==> src/rtl/axis_pkg.sv <==
// Shared AXI-Stream constants.
//   AXIS_BYTE_W       : width of one AXIS byte lane
//   OUT_BYTES_DEFAULT : default output beat width in bytes for stream upsizers
package axis_pkg;

  localparam int unsigned AXIS_BYTE_W       = 8;
  localparam int unsigned OUT_BYTES_DEFAULT = 4;

endpackage : axis_pkg

==> src/rtl/axis_upsizer_8to32.sv <==
// Byte-to-beat AXI-Stream upsizer: packs accepted input bytes into
// OUT_BYTES-wide output beats, closing a beat early on s_axis_last so that
// packets never share a beat. Counts emitted packets.
//
// Ports
//   clk, rst        : single clock, synchronous active-high reset
//   s_axis_data     : input byte
//   s_axis_valid    : input byte valid
//   s_axis_last     : final byte of a packet
//   s_axis_ready    : combinational; high when the output register is free
//                     or being drained this cycle
//   m_axis_data     : packed output beat, byte 0 in bits [7:0]
//   m_axis_keep     : per-lane valid mask (unused lanes read as zero)
//   m_axis_valid    : output beat valid
//   m_axis_last     : beat carries the final byte of a packet
//   m_axis_ready    : downstream accepts the beat
//   pkt_count       : number of last-beats accepted downstream, wraps at 16 bits
module axis_upsizer_8to32
  import axis_pkg::*;
#(
  parameter int unsigned OUT_BYTES = OUT_BYTES_DEFAULT
) (
  input  logic                               clk,
  input  logic                               rst,
  input  logic [AXIS_BYTE_W-1:0]             s_axis_data,
  input  logic                               s_axis_valid,
  input  logic                               s_axis_last,
  output logic                               s_axis_ready,
  output logic [AXIS_BYTE_W*OUT_BYTES-1:0]   m_axis_data,
  output logic [OUT_BYTES-1:0]               m_axis_keep,
  output logic                               m_axis_valid,
  output logic                               m_axis_last,
  input  logic                               m_axis_ready,
  output logic [15:0]                        pkt_count
);

  localparam int unsigned DATA_W    = AXIS_BYTE_W * OUT_BYTES;
  localparam int unsigned IDX_W     = $clog2(OUT_BYTES);
  localparam int unsigned LAST_LANE = OUT_BYTES - 1;

  logic [IDX_W-1:0]     idx;
  logic [DATA_W-1:0]    acc;

  logic                 in_fire_c;
  logic                 out_fire_c;
  logic                 beat_done_c;
  logic [DATA_W-1:0]    acc_merged_c;
  logic [OUT_BYTES-1:0] keep_next_c;

  // Only stall source is a full output register that is not being drained.
  assign s_axis_ready = !m_axis_valid || m_axis_ready;

  assign in_fire_c   = s_axis_valid && s_axis_ready;
  assign out_fire_c  = m_axis_valid && m_axis_ready;
  assign beat_done_c = in_fire_c && ((idx == IDX_W'(LAST_LANE)) || s_axis_last);

  // Accumulator with the current byte dropped into lane idx; lanes above idx
  // are still zero because the accumulator is cleared at every beat boundary.
  always_comb begin
    acc_merged_c = acc;
    keep_next_c  = '0;
    for (int unsigned i = 0; i < OUT_BYTES; i++) begin
      if (IDX_W'(i) == idx) begin
        acc_merged_c[i*AXIS_BYTE_W +: AXIS_BYTE_W] = s_axis_data;
      end
      keep_next_c[i] = (IDX_W'(i) <= idx);
    end
  end

  // Lane counter and accumulator.
  always_ff @(posedge clk) begin
    if (rst) begin
      idx <= '0;
      acc <= '0;
    end else if (in_fire_c) begin
      if (beat_done_c) begin
        idx <= '0;
        acc <= '0;
      end else begin
        idx <= idx + IDX_W'(1);
        acc <= acc_merged_c;
      end
    end
  end

  // Output register: a completing beat overrides the drain so that a
  // simultaneous accept-and-reload leaves no bubble. Payload holds otherwise.
  always_ff @(posedge clk) begin
    if (rst) begin
      m_axis_valid <= 1'b0;
      m_axis_data  <= '0;
      m_axis_keep  <= '0;
      m_axis_last  <= 1'b0;
    end else begin
      if (out_fire_c) begin
        m_axis_valid <= 1'b0;
      end
      if (beat_done_c) begin
        m_axis_valid <= 1'b1;
        m_axis_data  <= acc_merged_c;
        m_axis_keep  <= keep_next_c;
        m_axis_last  <= s_axis_last;
      end
    end
  end

  // Packet counter, free-running wrap.
  always_ff @(posedge clk) begin
    if (rst) begin
      pkt_count <= '0;
    end else if (out_fire_c && m_axis_last) begin
      pkt_count <= pkt_count + 16'd1;
    end
  end

endmodule : axis_upsizer_8to32

==> config.mk <==
export PLATFORM = sky130hd
export DESIGN_NAME = axis_upsizer_8to32
export DESIGN_NICKNAME = d
export VERILOG_FILES = /design/src/rtl/axis_pkg.sv /design/src/rtl/axis_upsizer_8to32.sv
export SDC_FILE = /design/constraint.sdc
export NUM_CORES = 1
export LEC_CHECK = 0
export CAP_MARGIN = 20
export CORE_MARGIN = 3
export CORE_UTILIZATION = 35
export DETAILED_ROUTE_END_ITERATION = 6
export MAX_ROUTING_LAYER = met4
export SKIP_CTS_REPAIR_TIMING = 1
export SLEW_MARGIN = 20
export SYNTH_ARGS = -nofsm -noshare
export SYNTH_HDL_FRONTEND = slang
export SYNTH_SLANG_ARGS = --single-unit
==> constraint.sdc <==
create_clock -name clk -period 4 [get_ports clk]
set_input_delay 0.8 -clock clk [delete_from_list [all_inputs] [get_ports clk]]
set_output_delay 0.8 -clock clk [all_outputs]
set_load 0.05 [all_outputs]
==> flow_results.xml <==
<?xml version="1.0" encoding="UTF-8"?>
<metrics>
  <group name="cells_and_area">
    <metric name="num-nets-final" unit="">452</metric>
    <metric name="fillCellCount" unit="">982</metric>
    <metric name="layout_common_cells" unit="">88 x dfxtp_1, 73 x nor2_1, 66 x clkdlybuf4s50_1</metric>
    <metric name="fin_cells" unit="">571</metric>
    <metric name="antenna_cells_inserted" unit="">0</metric>
    <metric name="mostFrequentLayoutCell" unit="">dfxtp_1</metric>
    <metric name="final_layout_size_suffix_gt1_share" unit="%">6.16</metric>
    <metric name="signed_area_change_from_the_synthesized_netlist_to_the_final_layout" unit="%">28.2</metric>
  </group>
  <group name="timing">
    <metric name="hold_slack" unit="ns">0.465</metric>
    <metric name="final_min_period_over_clock_period" unit="%">86.4</metric>
    <metric name="finalClockSkew" unit="ns">0.0132</metric>
    <metric name="worstMarginPinSlew" unit="ns">0.703</metric>
    <metric name="drv_slew" unit="">0</metric>
    <metric name="setup_violations" unit="">0</metric>
    <metric name="post-route-min-period" unit="ns">3.46</metric>
    <metric name="timing.fmax" unit="MHz">289</metric>
    <metric name="worst_relative_slew_slack" unit="%">52.9</metric>
    <metric name="hold_viol_final" unit="">0</metric>
    <metric name="setup_repair_after_global_routing_missed_its_margin" unit="">false</metric>
    <metric name="setup_tns" unit="ns">0</metric>
  </group>
  <group name="pwr">
    <metric name="vdd_drop_max" unit="mV">0.155</metric>
    <metric name="overall_power" unit="mW">1.87</metric>
    <metric name="power.density_cell_area" unit="nW/um2">411</metric>
    <metric name="power.leakage" unit="nW">1.55</metric>
  </group>
  <group name="cts">
    <metric name="cts_max_path_buffers" unit="">2</metric>
    <metric name="cts_tree" unit="">built</metric>
    <metric name="root_buffer" unit="">clkbuf_8</metric>
    <metric name="clock_tree.htree_level_count" unit="">3</metric>
    <metric name="clk-insertion-delay-late" unit="ns">0.36</metric>
    <metric name="cts_made_buffers" unit="">9</metric>
    <metric name="path_clk_slew" unit="ns">0.08</metric>
    <metric name="clock_sinks" unit="">88</metric>
  </group>
  <group name="critical_path">
    <metric name="worst-endpoint-required" unit="ns">3.20</metric>
    <metric name="cp_max_fo" unit="">11</metric>
    <metric name="cp-end-kind" unit="">primary output</metric>
    <metric name="timing_worst_setup_path_type" unit="">in -&gt; out</metric>
    <metric name="timing.critical_path.arrival" unit="ns">2.66</metric>
    <metric name="cp-start-kind" unit="">input pin</metric>
  </group>
  <group name="flow_run">
    <metric name="max_cap_viol_count" unit="">0</metric>
  </group>
  <group name="global_route">
    <metric name="grt_pass1_wl" unit="um">14100</metric>
    <metric name="antenna_violations_before_repair" unit="">0</metric>
    <metric name="grt_max_degree" unit="">51</metric>
    <metric name="groute.usage.overall" unit="%">15.9</metric>
    <metric name="via_count_of_the_first_global_routing_pass" unit="">2817</metric>
    <metric name="grt.overflow.total" unit="">0</metric>
  </group>
  <group name="die">
    <metric name="width_of_the_die" unit="um">107</metric>
    <metric name="floorplan.initialDensity" unit="%">36.1</metric>
    <metric name="die_outline_height" unit="um">107</metric>
    <metric name="placeableCoreArea" unit="um2">9820</metric>
    <metric name="placementRows" unit="">36</metric>
    <metric name="area_of_the_die" unit="um2">11400</metric>
    <metric name="number_of_top_level_design_ports" unit="">68</metric>
  </group>
  <group name="logic_synthesis">
    <metric name="synth.yosys.seq_area_share" unit="%">49.7</metric>
    <metric name="count_of_distinct_cell_types_in_the_synthesized_netlist" unit="">34</metric>
    <metric name="number_of_storage_elements_in_the_synthesis_netlist" unit="">88</metric>
    <metric name="postSynthAreaPerCell" unit="um2">9.40</metric>
    <metric name="postSynthNetCount" unit="">396</metric>
    <metric name="post_synth_instance_area" unit="um2">3540</metric>
    <metric name="yosysTopAreaCellShare" unit="%">49.7</metric>
    <metric name="mapped_cells" unit="">377</metric>
    <metric name="yosysTopAreaCell" unit="">dfxtp_1</metric>
    <metric name="synthTopCellsByArea" unit="">dfxtp_1 50%, mux2i_1 9.0%, nor2_1 7.7%</metric>
    <metric name="yosysWarningCount" unit="">0</metric>
  </group>
  <group name="routing">
    <metric name="routed_wirelength" unit="um">8460</metric>
    <metric name="number_of_drc_violations_after_detailed_routing_iteration_0" unit="">199</metric>
    <metric name="vias_per_cell" unit="">5.14</metric>
    <metric name="vias" unit="">2934</metric>
    <metric name="post-route-drc-count" unit="">0</metric>
    <metric name="postRouteAntennaNets" unit="">0</metric>
    <metric name="wl_per_cell" unit="um">14.8</metric>
    <metric name="drt_pass1_iterations" unit="">4</metric>
  </group>
  <group name="placement">
    <metric name="buffer_ports.inserted" unit="">67</metric>
    <metric name="post-dp-hpwl" unit="um">5910</metric>
    <metric name="gp_routability_congestion" unit="">0.766</metric>
    <metric name="place_inst" unit="">555</metric>
  </group>
  <group name="min_path">
    <metric name="tightest_hold_check_type" unit="">reg -&gt; reg</metric>
  </group>
  <group name="run_status">
    <metric name="status" unit="">finished clean</metric>
  </group>
</metrics>
[critical path, stage by stage]
cell,delay (ns)
clkdlybuf4s50_1,0.48
nor2b_1,0.41
inv_2,0.19
clkdlybuf4s50_1,0.78
[layer usage]
| layer | global-route usage, % | part of all wire, % | vias to the layer above |
|---|---|---|---|
| li1 | - | - | 1461 |
| met1 | 21.1 | 47 | 1393 |
| met2 | 24.2 | 47 | 65 |
| met3 | 3.01 | 5.0 | 15 |
| met4 | 6.21 | 1.8 | 0 |
| met5 | - | 0 | - |
[through the flow]
step	util [%]	worst slack (ns)	instance area (um2)
final	46.3	0.544	4540
after floorplan	-	1.65	3540
after detailed placement	44.0	0.547	4330
after global placement	44.0	0.567	4330
after CTS	46.3	0.546	4540
after global routing	46.3	0.404	4540
[state kept, by name, summed over array words and instances (netlist names)]
signal and flops:
m_axis_valid 1, m_axis_data 32, m_axis_last 1, acc 32, pkt_count 16, idx 2, m_axis_keep 4
[final cells by class]
type	count	area, um2	area share, %
multi-input combinational	257	1670	36.7
inverter	6	22.5	0.496
sequential	88	1760	38.8
timing repair buffer	71	708	15.6
tap	133	166	3.66
clock buffer	10	128	2.81
clock inverter	6	91.3	2.01
[where the power goes]
group | internal, mW | total [mW] | switching, mW
clock network | 0.357 | 0.677 | 0.320
registers | 0.905 | 0.922 | 0.0168
logic | 0.0894 | 0.267 | 0.178
[synthesized netlist by cell type, drive strengths merged]
| library cell | n |
|---|---|
| ha | 6 |
| a32oi | 3 |
| clkbuf | 25 |
| inv | 6 |
| or2 | 3 |
| buf | 1 |
| xor2 | 3 |
| xnor2 | 4 |
| o21ai | 6 |
| a21oi | 14 |
| nand4 | 5 |
| dfxtp | 88 |
| nand3 | 10 |
| o211ai | 3 |
| nor3 | 4 |
| nor2b | 1 |
| and4 | 5 |
| o31ai | 3 |
| and3 | 2 |
| nand2 | 8 |
| mux2i | 32 |
| or3 | 5 |
| nor2 | 73 |
| a22oi | 21 |
| and2 | 8 |
| or4 | 4 |
| a211oi | 34 |
[worst paths after layout]
| path | start | end | slack [ns] | depth (start not counted) |
|---|---|---|---|---|
| setup / recovery | m_axis_ready | s_axis_ready | 0.54 | 4 |
| hold / removal | acc[24] | acc[24] | 0.46 | 1 |
| setup reg to reg | idx[1] | m_axis_data[23] | 1.70 | 6 |
| hold reg to reg | acc[24] | acc[24] | 0.46 | 1 |
[logic make-up after synthesis]
| group | after synthesis | share of synthesized area [%] |
|---|---|---|
| and+or+nand+nor | 128 | 17.3 |
| muxes | 32 | 9.04 |
| DFF | 88 | 49.7 |
| buffers and inverters | 32 | 3.42 |
| xor gates and xnor gates | 7 | 1.73 |
| adders and majority gates | 6 | 2.12 |
| AOI/OAI and AO/OA | 84 | 16.6 |
Note: power is estimated with default switching activity, not from simulation.
